$ cat src/rtl/mux_pkg.sv
`default_nettype none
// ============================================================================
//  Module      : mux_pkg
//  Description : Shared types and helpers for the registered scanning mux.
//                state_e      - controller state (MANUAL, SCAN, HOLD)
//                MODE_*       - encodings of the mode input
//                sel_width()  - select width for a given channel count
//  Revision    : 1.0 - initial release
// ============================================================================
package mux_pkg;

    typedef enum logic [1:0] {
        MANUAL = 2'd0,
        SCAN   = 2'd1,
        HOLD   = 2'd2
    } state_e;

    localparam logic MODE_MANUAL = 1'b0;
    localparam logic MODE_SCAN   = 1'b1;

    function automatic int sel_width(input int ch);
        return (ch > 1) ? $clog2(ch) : 1;
    endfunction

endpackage
`default_nettype wire

$ cat src/rtl/dwell_counter.sv
`default_nettype none
// ============================================================================
//  Module      : dwell_counter
//  Description : Counts clock cycles spent on one channel. done flags the
//                last dwell cycle of an enabled count; the counter then
//                rolls back to zero.
//  Ports       : clk  - system clock
//                rst  - synchronous active-high reset
//                clr  - synchronous clear to zero
//                en   - count enable; clr=0, en=0 freezes the count
//                done - count == DWELL-1 and en=1
//  Revision    : 1.0 - initial release
// ============================================================================
module dwell_counter #(
    parameter int DWELL = 4
) (
    input  logic clk,
    input  logic rst,
    input  logic clr,
    input  logic en,
    output logic done
);

    localparam int            CW   = (DWELL > 1) ? $clog2(DWELL) : 1;
    localparam logic [CW-1:0] LAST = CW'(DWELL - 1);

    logic [CW-1:0] cnt;

    assign done = en && (cnt == LAST);

    always_ff @(posedge clk) begin
        if (rst || clr) begin
            cnt <= '0;
        end else if (en) begin
            cnt <= (cnt == LAST) ? '0 : cnt + 1'b1;
        end
    end

endmodule
`default_nettype wire

$ cat src/rtl/mux_scan.sv
`default_nettype none
// ============================================================================
//  Module      : mux_scan
//  Description : Registered CH-channel multiplexer with manual select and
//                auto-scan modes. In scan mode each channel is sampled for
//                DWELL cycles; wrap pulses alongside the return to channel 0.
//  Ports       : clk       - system clock
//                rst       - synchronous active-high reset
//                mode      - 0 manual select, 1 auto-scan
//                hold      - freeze selection, dwell count and outputs
//                sel_in    - manual channel select
//                in        - channel data, channel k = in[k*W +: W]
//                ans       - registered sample of the selected channel
//                sel_out   - channel that ans was sampled from
//                ans_valid - ans holds a legal channel sample
//                wrap      - one-cycle pulse when scan returns to channel 0
//  Revision    : 1.0 - initial release
// ============================================================================
module mux_scan
    import mux_pkg::*;
#(
    parameter int CH    = 4,
    parameter int W     = 1,
    parameter int DWELL = 4,
    parameter int SELW  = sel_width(CH)
) (
    input  logic            clk,
    input  logic            rst,
    input  logic            mode,
    input  logic            hold,
    input  logic [SELW-1:0] sel_in,
    input  logic [CH*W-1:0] in,
    output logic [W-1:0]    ans,
    output logic [SELW-1:0] sel_out,
    output logic            ans_valid,
    output logic            wrap
);

    // Channel count widened by one bit so it is representable even when CH
    // is a power of two.
    localparam logic [SELW:0]   CH_EXT   = (SELW + 1)'(CH);
    localparam logic [SELW-1:0] LAST_SEL = SELW'(CH - 1);

    state_e          state;
    state_e          ret_state;
    logic [SELW-1:0] scan_sel;
    logic            wrap_pend;

    logic            active_scan;
    logic            manual_run;
    logic            prev_scan;
    logic            entry;
    logic [SELW-1:0] cur_sel;
    logic [SELW-1:0] next_sel;
    logic            legal;
    logic [W-1:0]    ch_data;
    logic            done;

    always_comb begin
        active_scan = !hold && (mode == MODE_SCAN);
        manual_run  = !hold && (mode == MODE_MANUAL);
        // Scan continues only if the previous non-held cycle was scanning;
        // otherwise this is the first scan cycle and starts at channel 0.
        prev_scan   = (state == SCAN) || ((state == HOLD) && (ret_state == SCAN));
        entry       = active_scan && !prev_scan;

        if (mode == MODE_SCAN) begin
            cur_sel = entry ? '0 : scan_sel;
        end else begin
            cur_sel = sel_in;
        end

        legal    = ({1'b0, cur_sel} < CH_EXT);
        next_sel = (cur_sel == LAST_SEL) ? '0 : cur_sel + 1'b1;

        // Explicit compare per channel keeps an illegal select from ever
        // forming an out-of-range slice.
        ch_data = '0;
        for (int k = 0; k < CH; k++) begin
            if (int'(cur_sel) == k) begin
                ch_data = in[k*W +: W];
            end
        end
    end

    // The dwell count is cleared in manual mode, so every scan entry starts
    // with a full dwell on channel 0.
    dwell_counter #(
        .DWELL (DWELL)
    ) u_dwell (
        .clk  (clk),
        .rst  (rst),
        .clr  (manual_run),
        .en   (active_scan),
        .done (done)
    );

    always_ff @(posedge clk) begin
        if (rst) begin
            state     <= MANUAL;
            ret_state <= MANUAL;
            scan_sel  <= '0;
            wrap_pend <= 1'b0;
            ans       <= '0;
            sel_out   <= '0;
            ans_valid <= 1'b0;
            wrap      <= 1'b0;
        end else if (hold) begin
            state <= HOLD;
            if (state != HOLD) begin
                ret_state <= state;
            end
            wrap <= 1'b0;
        end else if (mode == MODE_SCAN) begin
            state     <= SCAN;
            ans       <= ch_data;
            sel_out   <= cur_sel;
            ans_valid <= 1'b1;
            // The wrap decided on the last dwell cycle of CH-1 is emitted
            // together with the first channel-0 sample.
            wrap      <= wrap_pend;
            wrap_pend <= done && (cur_sel == LAST_SEL);
            scan_sel  <= done ? next_sel : cur_sel;
        end else begin
            state     <= MANUAL;
            wrap      <= 1'b0;
            wrap_pend <= 1'b0;
            if (legal) begin
                ans       <= ch_data;
                sel_out   <= cur_sel;
                ans_valid <= 1'b1;
            end else begin
                ans_valid <= 1'b0;
            end
        end
    end

endmodule
`default_nettype wire
$ cat config.mk
export PLATFORM = sky130hd
export DESIGN_NAME = mux_scan
export DESIGN_NICKNAME = d
export VERILOG_FILES = /design/src/rtl/mux_pkg.sv /design/src/rtl/dwell_counter.sv /design/src/rtl/mux_scan.sv
export SDC_FILE = /design/constraint.sdc
export NUM_CORES = 1
export LEC_CHECK = 0
export BUFFER_PORTS_ARGS = -buffer_cell sky130_fd_sc_hd__buf_2
export CAP_MARGIN = 20
export CORE_AREA = 2 2 39 41
export DETAILED_ROUTE_END_ITERATION = 12
export DIE_AREA = 0 0 41 43
export PLACE_DENSITY = 0.78
export SETUP_SLACK_MARGIN = 0.05
export SYNTH_ARGS = -nofsm -noshare
export SYNTH_HDL_FRONTEND = slang
export SYNTH_SLANG_ARGS = --single-unit
$ cat constraint.sdc
create_clock -name clk -period 4.1 [get_ports clk]
set_input_delay 0.205 -clock clk [delete_from_list [all_inputs] [get_ports clk]]
set_output_delay 0.205 -clock clk [all_outputs]
set_load 0.01 [all_outputs]
-- Yosys cells after proc, flatten, opt, wreduce, memory -nomap -nowiden
Index checks and enable logic that the tools add are counted.
- logic and storage cells: 50
- output and inout bits: 5
- bits in registers: 14
- bits in read-only memories: 0
- bits in latches: 0
- bits in writable memories: 0
- input bits: 10
- memories: 0
- bitwise gates (word level): 2
- mux-type cells: 12
- div/mod/pow operators: 0
- reduce and logical (&&, ||, !) cells: 15
- shifts and indexed selects: 0
- add/sub/neg operators: 2
- order comparisons: 0
- eq/ne operators: 9
- multiply operators: 0
- operators by type and width (operator ; count):
    $mux 2 ; 6
    $eq 2x2->1 const B ; 5
    $eq 2x1->1 const B ; 3
    $logic_and 1x1->1 ; 6
    $mux 1 ; 6
    $add 2x1->2 const B ; 2
    $reduce_and 2->1 ; 2
    $reduce_or 3->1 ; 1
    $logic_not 1->1 ; 2
    $logic_not 2->1 ; 1
    $logic_or 1x1->1 ; 2
    $ne 2x2->1 const B ; 1
    $not 1->1 ; 2
    $reduce_or 2->1 ; 1

-- Depth between registers and ports, before layout
Gate-level depths: netlist of run 1.
- depth in word-level cells: 12
- gate-level depth with buffers: 8
- mapped depth without buffers: 7

-- Modules after synthesis
Synthesis of run 1 repeated with hierarchy kept, for this count alone.
- cell total of the unflattened synthesis: 81
- area total of the unflattened synthesis: 719.4 um^2
- by module, submodules not included (module ; instances ; sequential area each (um^2) ; cells each ; area each (um^2)):
    mux_scan ; 1 ; 240.2 ; 72 ; 618.1
    dwell_counter ; 1 ; 40.0 ; 9 ; 101.3

-- Worst setup path before layout of run 1
No wires, ideal clock.
- kind: register to register
- start point: register state[0]
- end point: register ans
- stages on the path, launching flop included: 8
- buffers on the path: 0
- period minus slack after synthesis: 1.924 ns
- setup time: 0.095 ns
- arrival time: 1.828 ns
- required time: 4.005 ns
- slack: 2.176 ns
- path through: dfxtp_1 nor2b_1 nor3_1 or2_2 ha_1 nand3b_1 a221o_1 a221oi_1
- cells in the longest elaborated chain, start to end: 12
- elaborated cells on any way between the ends: 16
- those cells by class: 5 x eq/ne; 6 x mux; 5 x reduce/logical
- ends and longest elaborated chain (element ; line ; source):
    start, declared ; mux_scan.sv:44 ; state_e state;
    start signal, assigned ; mux_scan.sv:100 ; state <= MANUAL;
    start signal, assigned ; mux_scan.sv:109 ; state <= HOLD;
    start signal, assigned ; mux_scan.sv:115 ; state <= SCAN;
    $eq 2x2->1 ; mux_scan.sv:64 ; prev_scan = (state == SCAN) || ((state == HOLD) && (ret_state == SCAN));
    $logic_and 1x1->1 ; mux_scan.sv:64 ;
    $logic_or 1x1->1 (*) ; mux_scan.sv:64 ;
    $logic_not 1->1 (*) ; mux_scan.sv:65 ; entry = active_scan && !prev_scan;
    $logic_and 1x1->1 (*) ; mux_scan.sv:65 ;
    $mux 2 (*) ; mux_scan.sv:68 ; cur_sel = entry ? '0 : scan_sel;
    $mux 2 (*) ; mux_scan.sv:67 ; if (mode == MODE_SCAN) begin
    $logic_not 2->1 ; mux_scan.sv:80 ; if (int'(cur_sel) == k) begin
    $mux 1 (3 in series) ; mux_scan.sv:80 ;
    $mux 1 (*) ; mux_scan.sv:80 ;
    end signal, assigned ; mux_scan.sv:116 ; ans <= ch_data;
    end signal, assigned ; mux_scan.sv:129 ; ans <= ch_data;
    end, declared ; mux_scan.sv:33 ; output logic [W-1:0] ans,
Every way passes the cells marked *; elsewhere a longest branch is shown, timed or not.
A chain may end at the register's enable or synchronous reset.

-- Worst setup path after layout of run 1
Same ends and word-level chain as after synthesis.

==> qor.yml, run 1 <==
outcome:
  outcome: "finished, final reports clean"
sta:
  grt_setup_unrepaired: "no"
  fin_crit_sh_pct: 51.3
  skew_ns: 0.00451
  finalHoldViolCount: 0
  maxSlewHeadroom_pct: 74.8
  setup_viol: 0
  period_needed_ns: 2.10
  fmax_ghz: 0.476
  drv_slew: 0
  tns_ns: 0
  worst_pin_slew_ns: 0.378
cts:
  postCtsSetupRepairBufs: 0
  clockBufferDepth: 2
  cts_tree: "built"
  clock_latency_ns: 0.29
  path_clk_slew_ns: 0.09
  clock_sinks: 14
  numCtsBuffers: 3
  root_buffer: "clkbuf_4"
  ctsResizeCount: 0
  holdBufCountCts: 0
  cts-htree-levels: 1
power_and_ir_drop:
  switchingPower_uw: 68.8
  combPwrFrac_pct: 11.6
  p_sw_share_pct: 24.7
  ir_worst_vdd_mv: 0.188
  p_int_uw: 209
  powerDensity_nw_per_um2: 342
  seqPwrFrac_pct: 51.5
  power_frac_clock_pct: 36.9
  p_leak_nw: 0.353
layout:
  final_util_pct: 58.7
  n_fill_cell: 130
  num_antenna_cells: 0
  drive_above_1_share_pct: 21.1
  area_growth_pct: 16.1
  final_nets: 111
  layout.area.seq_sq_um: 280
  stdcell_area_sq_um: 812
  multi_input_area_sq_um: 390
placed_design:
  placed_area_sq_um: 776
  gp_congestion: 0.752
  dp_hpwl_microns: 974
  io_buffers: 14
routing:
  dr.pass1.iters: 4
  ant_nets: 0
  routed_wl_microns: 1330
  drtIter0Drc: 8
  post_drt_via_cell_ratio: 5.45
  vias: 605
  wl_per_cell_microns: 11.9
  drc_errors: 0
worst_setup_path:
  cp_max_fo: 7
  cp.arrival_ns: 2.30
  crit_required_ns: 4.29
  endpoint_kind: "flop"
  critical_path_class: "flop to flop"
  r2r_start: "state[0]$_SDFF_PP0_"
  crit_start: "state[0]$_SDFF_PP0_"
  cp-start-kind: "flop"
global_routing:
  grt_pass1_vias: 523
  grt_max_degree: 17
  antenna_found_initial: 0
  grt_overflow: 0
  grt_usage_pct: 19.3
  grt_pass1_wl_microns: 2240
die:
  fp.dieW_microns: 41
  core_area_sq_um: 1380
  die_area_sq_um: 1760
  ios: 15
  chipHeight_microns: 43
  num_rows: 14
  initial_utilization_pct: 50.5
synthesis:
  syn_avg_cell_area_sq_um: 8.74
  ys_seq_elements: 14
  syn-num-nets: 95
  synthCells: 80
  yosysWarnings: 0
  syn_area_sq_um: 699
  yosysUniqueCellTypes: 30
  seq_area_frac_synth_pct: 40.1
hold_path:
  hp-class: "primary input to flop"
  hp-start: "rst"
run:
  maxCapViolations: 0
## worst max-delay path: stages, from the launching register on
cell,delay [ns]
dfxtp_1,0.36
nor2b_1,0.36
nor3_1,0.11
or2_2,0.31
ha_1,0.20
nand3b_1,0.15
a221o_1,0.29
a221oi_1,0.24
## through the flow
| step | setup slack (ns) | cells | total power, mW | hold slack (ns) |
|---|---|---|---|---|
| after detailed placement | 2.01 | 107 | 0.179 | 0.441 |
| after global placement | 2.10 | 107 | 0.178 | 0.435 |
| after floorplan | 2.18 | 80 | 0.168 | 0.284 |
| after global routing | 1.83 | 111 | 0.291 | 0.247 |
| after CTS | 1.99 | 111 | 0.281 | 0.235 |
| final | 2.00 | 111 | 0.278 | 0.234 |
## power by group through the flow
stage	registers, mW	logic [mW]	clock network (mW)
4_1_cts	0.143	0.0325	0.105
2_1_floorplan	0.147	0.0205	0
6_report	0.143	0.0324	0.103
5_1_grt	0.144	0.0366	0.110
3_5_place_dp	0.146	0.0325	0
3_3_place_gp	0.146	0.0317	0
## synthesized netlist by cell type
cell / count / share of area, %
a21oi_1: 8 / 5.7
buf_2: 2 / 1.4
o22ai_1: 1 / 0.90
dfxtp_1: 14 / 40
or3_1: 1 / 0.90
or4b_1: 1 / 1.4
a221o_1: 1 / 1.4
and2_1: 1 / 0.90
nand2b_1: 2 / 1.8
a31oi_1: 3 / 2.7
mux2i_1: 1 / 1.4
nor3b_1: 1 / 1.1
nor2b_1: 4 / 3.6
nand2_1: 5 / 2.7
a221oi_1: 1 / 1.3
or2_2: 1 / 0.90
o21bai_1: 2 / 2.1
ha_1: 5 / 8.9
nor3_1: 3 / 2.1
nor4b_1: 1 / 1.3
nand3b_1: 1 / 1.1
nor2_1: 6 / 3.2
inv_1: 4 / 2.1
o21a_1: 1 / 1.1
and4bb_4: 1 / 2.3
nor4bb_1: 1 / 1.4
nand3_1: 2 / 1.4
clkbuf_1: 1 / 0.54
a32oi_1: 1 / 1.3
o21ai_0: 4 / 2.9
## final timing paths
check | endpoint | slack, ns | cells after the start
worst max-delay path | ans$_SDFFE_PP0N_ | 2.00 | 7
worst min-delay path | state[1]$_SDFF_PP0_ | 0.23 | 2
worst max register to register | ans$_SDFFE_PP0N_ | 2.00 | 7
worst min register to register | ans_valid$_SDFFE_PP0N_ | 0.45 | 2
## sequential cells by signal, indices dropped and copies added (netlist names)
register,count
sel_out,2
ans_valid,1
scan_sel,2
ret_state,2
u_dwell.cnt,2
ans,1
state,2
wrap,1
wrap_pend,1
## logic make-up (layout without fill, tap and decap cells)
kind of cell    after synthesis  count (layout)  synth area share [%]
fa+ha+maj                     5               5                  8.94
simple gates                 31              31                  26.1
flops                        14              14                  40.1
mux                           1               1                  1.43
buf+inv                       7              22                  4.11
compound gates               22              22                  19.3
## metal layers
metal  up-vias  GRT usage, %  routed length (microns)
li1        315             -                        -
met1       273          25.7                      612
met2        12          26.6                      612
met3         5          4.71                       62
met4         0          12.0                       37
met5         -             0                        0
## layout make-up
class / count / share of cell area (%)
clock buffer: 4 / 4.47
tap: 16 / 2.47
inverter: 4 / 1.85
multi-input combinational: 59 / 48.1
sequential: 14 / 34.5
timing repair buffer: 14 / 8.63
## placed cells by master (no fill, tap or decap), drive strengths merged, types with 3 or more instances in the layout
| cell | netlist | routed |
|---|---|---|
| a31oi | 3 | 3 |
| dfxtp | 14 | 14 |
| nand2 | 5 | 5 |
| buf | 2 | 14 |
| o21ai | 4 | 4 |
| ha | 5 | 5 |
| a21oi | 8 | 8 |
| clkbuf | 1 | 4 |
| nor2 | 6 | 6 |
| nor3 | 3 | 3 |
| nor2b | 4 | 4 |
| inv | 4 | 4 |
Power figures use the tool's default switching activity.
==> run 2, diff against run 1 <==
--- a/config.mk
+++ b/config.mk
@@ -5,12 +5,12 @@
 export SDC_FILE = /design/constraint.sdc
 export NUM_CORES = 1
 export LEC_CHECK = 0
+export ABC_AREA = 1
 export BUFFER_PORTS_ARGS = -buffer_cell sky130_fd_sc_hd__buf_2
 export CAP_MARGIN = 20
-export CORE_AREA = 2 2 39 41
+export CORE_UTILIZATION = 45
 export DETAILED_ROUTE_END_ITERATION = 12
-export DIE_AREA = 0 0 41 43
-export PLACE_DENSITY = 0.78
+export PLACE_DENSITY = 0.72
 export SETUP_SLACK_MARGIN = 0.05
 export SYNTH_ARGS = -nofsm -noshare
 export SYNTH_HDL_FRONTEND = slang
==> constraint.sdc (replaced) <==
create_clock -name clk -period 1.73 [get_ports clk]
set_input_delay 0.0865 -clock clk [delete_from_list [all_inputs] [get_ports clk]]
set_output_delay 0.0865 -clock clk [all_outputs]
set_load 0.01 [all_outputs]
==> qor.yml, run 2 <==
hold_path:
  hp-start: "rst"
  hp-class: "primary input to flop"
  min_delay_path_depth: 2  # unchanged
  min_to: "state[0]$_SDFF_PP0_"
layout:
  area_growth_pct: 28.8
  drive_above_1_share_pct: 38.5  # +17 points
  stdcell_area_sq_um: 878  # +8.2%
  final_nets: 125  # +13%
  layout.area.seq_sq_um: 283  # +0.89%
  num_antenna_cells: 0  # unchanged
  multi_input_area_sq_um: 400  # +2.6%
  final_cell_mix: "nand2_1, buf_2, dfxtp_1"
  layout_commonest_cell: "nand2_1"
  final_util_pct: 65.1  # +6.4 points
  n_fill_cell: 122  # -6.2%
synthesis:
  synth_most_common_cell: "nand2_1"
  yosysTopAreaCell: "dfxtp_1"
  synth_area_leaders: "dfxtp_1, nand2_1, ha_1"
  synthXorXnorAreaFrac_pct: 0  # unchanged
  synth_compound_area_share_pct: 12.1  # -7.2 points
  ys_seq_elements: 14  # unchanged
  synth_edf_count: 0  # unchanged
  yosysUniqueCellTypes: 20  # -33%
  syn-num-nets: 105  # +11%
  synth_top_area_share_pct: 41.1  # +1.0 points
  synth-async-reset-ratio_pct: 0  # unchanged
  synth_top_family_by_area: "simple AND/OR/NAND/NOR gates"
  synthSimpleGateAreaFrac_pct: 27.3  # +1.2 points
  synth_commonest_cells: "nand2_1, dfxtp_1, inv_1"
  syn_avg_cell_area_sq_um: 7.58  # -13%
  synth_ff_type: "dfxtp_1"
  seq_area_frac_synth_pct: 41.1  # +1.0 points
  syn_area_sq_um: 682  # -2.5%
  synth_fa_ha_area_share_pct: 9.17  # +0.23 points
  synthCells: 90  # +13%
  synthMuxAreaShare_pct: 1.47  # +0.037 points
  yosysWarnings: 0  # unchanged
power_and_ir_drop:
  p_int_uw: 509  # +140%
  power_frac_clock_pct: 34.5  # -2.4 points
  seqPwrFrac_pct: 50.0  # -1.5 points
  p_sw_share_pct: 26.3  # +1.5 points
  switchingPower_uw: 182  # +160%
  p_leak_nw: 0.419  # +18%
  total_power_uw: 691  # +150%
  ir_worst_vdd_mv: 0.479  # +160%
  combPwrFrac_pct: 15.4  # +3.8 points
  powerDensity_nw_per_um2: 786  # +130%
sta:
  period_needed_ns: 1.60  # -0.498 ns
  drv_slew: 0  # unchanged
  finalHoldViolCount: 0  # unchanged
  skew_ns: 0.00274  # -0.00177 ns
  holdWs_ns: 0.0572  # -0.177 ns
  grt_setup_unrepaired: "no"
  worst_pin_slew_ns: 0.259  # -0.119 ns
  maxSlewHeadroom_pct: 82.5  # +7.8 points
  fin_crit_sh_pct: 92.8  # +41 points
  setup_viol: 0  # unchanged
  fmax_ghz: 0.623  # +31%
  tns_ns: 0  # unchanged
outcome:
  outcome: "finished, final reports clean"
placed_design:
  io_buffers: 14  # unchanged
  placed_area_sq_um: 771  # -0.65%
  dp_hpwl_microns: 932  # -4.3%
  gp_congestion: 0.784  # +4.2%
worst_setup_path:
  worstRegToRegCells: 13  # +6
  r2r_start: "state[1]$_SDFF_PP0_"
  endpoint_kind: "flop"
  cp_max_fo: 4  # -3
  cp.arrival_ns: 1.79  # -0.51 ns
  rr_endpoint: "ans$_SDFFE_PP0N_"
  crit_required_ns: 1.92  # -2.37 ns
  ff2ff_setup_slack_ns: 0.13  # -1.87 ns
  cp-start-kind: "flop"
  critical_path_class: "flop to flop"
cts:
  clock_latency_ns: 0.29  # about the same
  root_buffer: "clkbuf_4"
  cts-htree-levels: 1  # unchanged
  path_clk_slew_ns: 0.08  # about the same
  numCtsBuffers: 3  # unchanged
  clock_sinks: 14  # unchanged
  clockBufferDepth: 2  # unchanged
  holdBufCountCts: 0  # unchanged
  cts_tree: "built"
global_routing:
  antenna_found_initial: 0  # unchanged
  grt_pass1_wl_microns: 1930  # -14%
  grt_overflow: 0  # unchanged
  grt_usage_pct: 18.9  # -0.36 points
  grt_max_degree: 9  # -8
  grt_pass1_vias: 480  # -8.2%
routing:
  routed_wl_microns: 1320  # -0.53%
  wl_per_cell_microns: 10.6  # -11%
  post_drt_via_cell_ratio: 4.90  # -10%
  ant_nets: 0  # unchanged
  dr.pass1.iters: 4  # unchanged
  drtIter0Drc: 14  # +6
  vias: 607  # +0.33%
  drc_errors: 0  # unchanged
die:
  chipHeight_microns: 40.9  # -4.8%
  die_area_sq_um: 1670  # -5.0%
  core_area_sq_um: 1350  # -2.4%
  fp.dieW_microns: 40.9  # -0.18%
  ios: 15  # unchanged
  initial_utilization_pct: 50.5  # about the same
  num_rows: 13  # -1
run:
  maxCapViolations: 0  # unchanged
-- run 2: changes by cell type after synthesis, moves of 3 or more --
cell / change
nand2_2: +4
nor2_1: +4
o21ai_1: +3
a31oi_1: -3
nor2b_1: -4
nand2_1: +12
inv_1: +10
a21oi_1: -5
-- run 2: cell families after synthesis --
kind of cell             after synthesis
multiplexers                           1
AO/OA/AOI/OAI                         14
adder cells (fa/ha/maj)                5
flip-flops                            14
AND/OR/NAND/NOR                       40
buffers and inverters                 16
-- run 2: worst max-delay path by stage --
stage	slack [ns]	cells after the start	from	to
floorplan	0.25	13	state[0]$_SDFF_PP0_	ans$_SDFFE_PP0N_
global placement	0.12	13	state[1]$_SDFF_PP0_	ans$_SDFFE_PP0N_
detailed placement	0.11	13	state[1]$_SDFF_PP0_	ans$_SDFFE_PP0N_
CTS	0.09	13	state[1]$_SDFF_PP0_	ans$_SDFFE_PP0N_
global route	0.01	13	state[1]$_SDFF_PP0_	ans$_SDFFE_PP0N_
finish	0.13	13	state[1]$_SDFF_PP0_	ans$_SDFFE_PP0N_
-- run 2: worst max-delay path: stages, from the launching register on --
cell and delay (ns):
dfxtp_2 0.37, inv_2 0.04, nor2_2 0.11, nand2_1 0.08, nand2_2 0.09, nand3_2 0.08
nand2_4 0.11, inv_4 0.05, ha_4 0.16, nand2_2 0.06, o21ai_2 0.04, mux2i_1 0.12
a21o_1 0.13, nand2_1 0.04
-- run 2: layout make-up --
type / count / area share [%]
repair buffers: 15 / 8.83
multi-input cells: 60 / 45.6
inverters: 16 / 7.12
clock buffers: 4 / 4.13
well taps: 15 / 2.14
flip-flops and latches: 14 / 32.2
-- run 2: power groups by stage --
stage,Combinational [mW],Clock [mW],Sequential (mW)
floorplan,0.0543,0,0.354
global placement,0.0859,0,0.351
detailed placement,0.0877,0,0.352
CTS,0.0880,0.245,0.344
global route,0.120,0.251,0.348
finish,0.107,0.238,0.346
-- run 2: metal layers --
layer  GRT usage [%]  part of all wire [%]  wire length [microns]  vias to the layer above
met5               0                     0                      0                        -
met4            12.5                   2.7                     36                        0
met3            8.15                   6.7                     88                        4
met2            27.7                    43                    570                       19
met1            22.0                    47                    623                      264
li1                -                     -                      -                      320
-- run 2: per-stage QoR --
step / setup slack, ns / instances
CTS: 0.0883 / 123
detailed placement: 0.107 / 119
finish: 0.125 / 124
floorplan: 0.253 / 90
global placement: 0.124 / 119
global route: 0.0105 / 124
-- run 2: what timing repair did --
action,CTS,global route
setup buffers,0,1
gates resized for setup,0,20
setup endpoints to repair,0,1
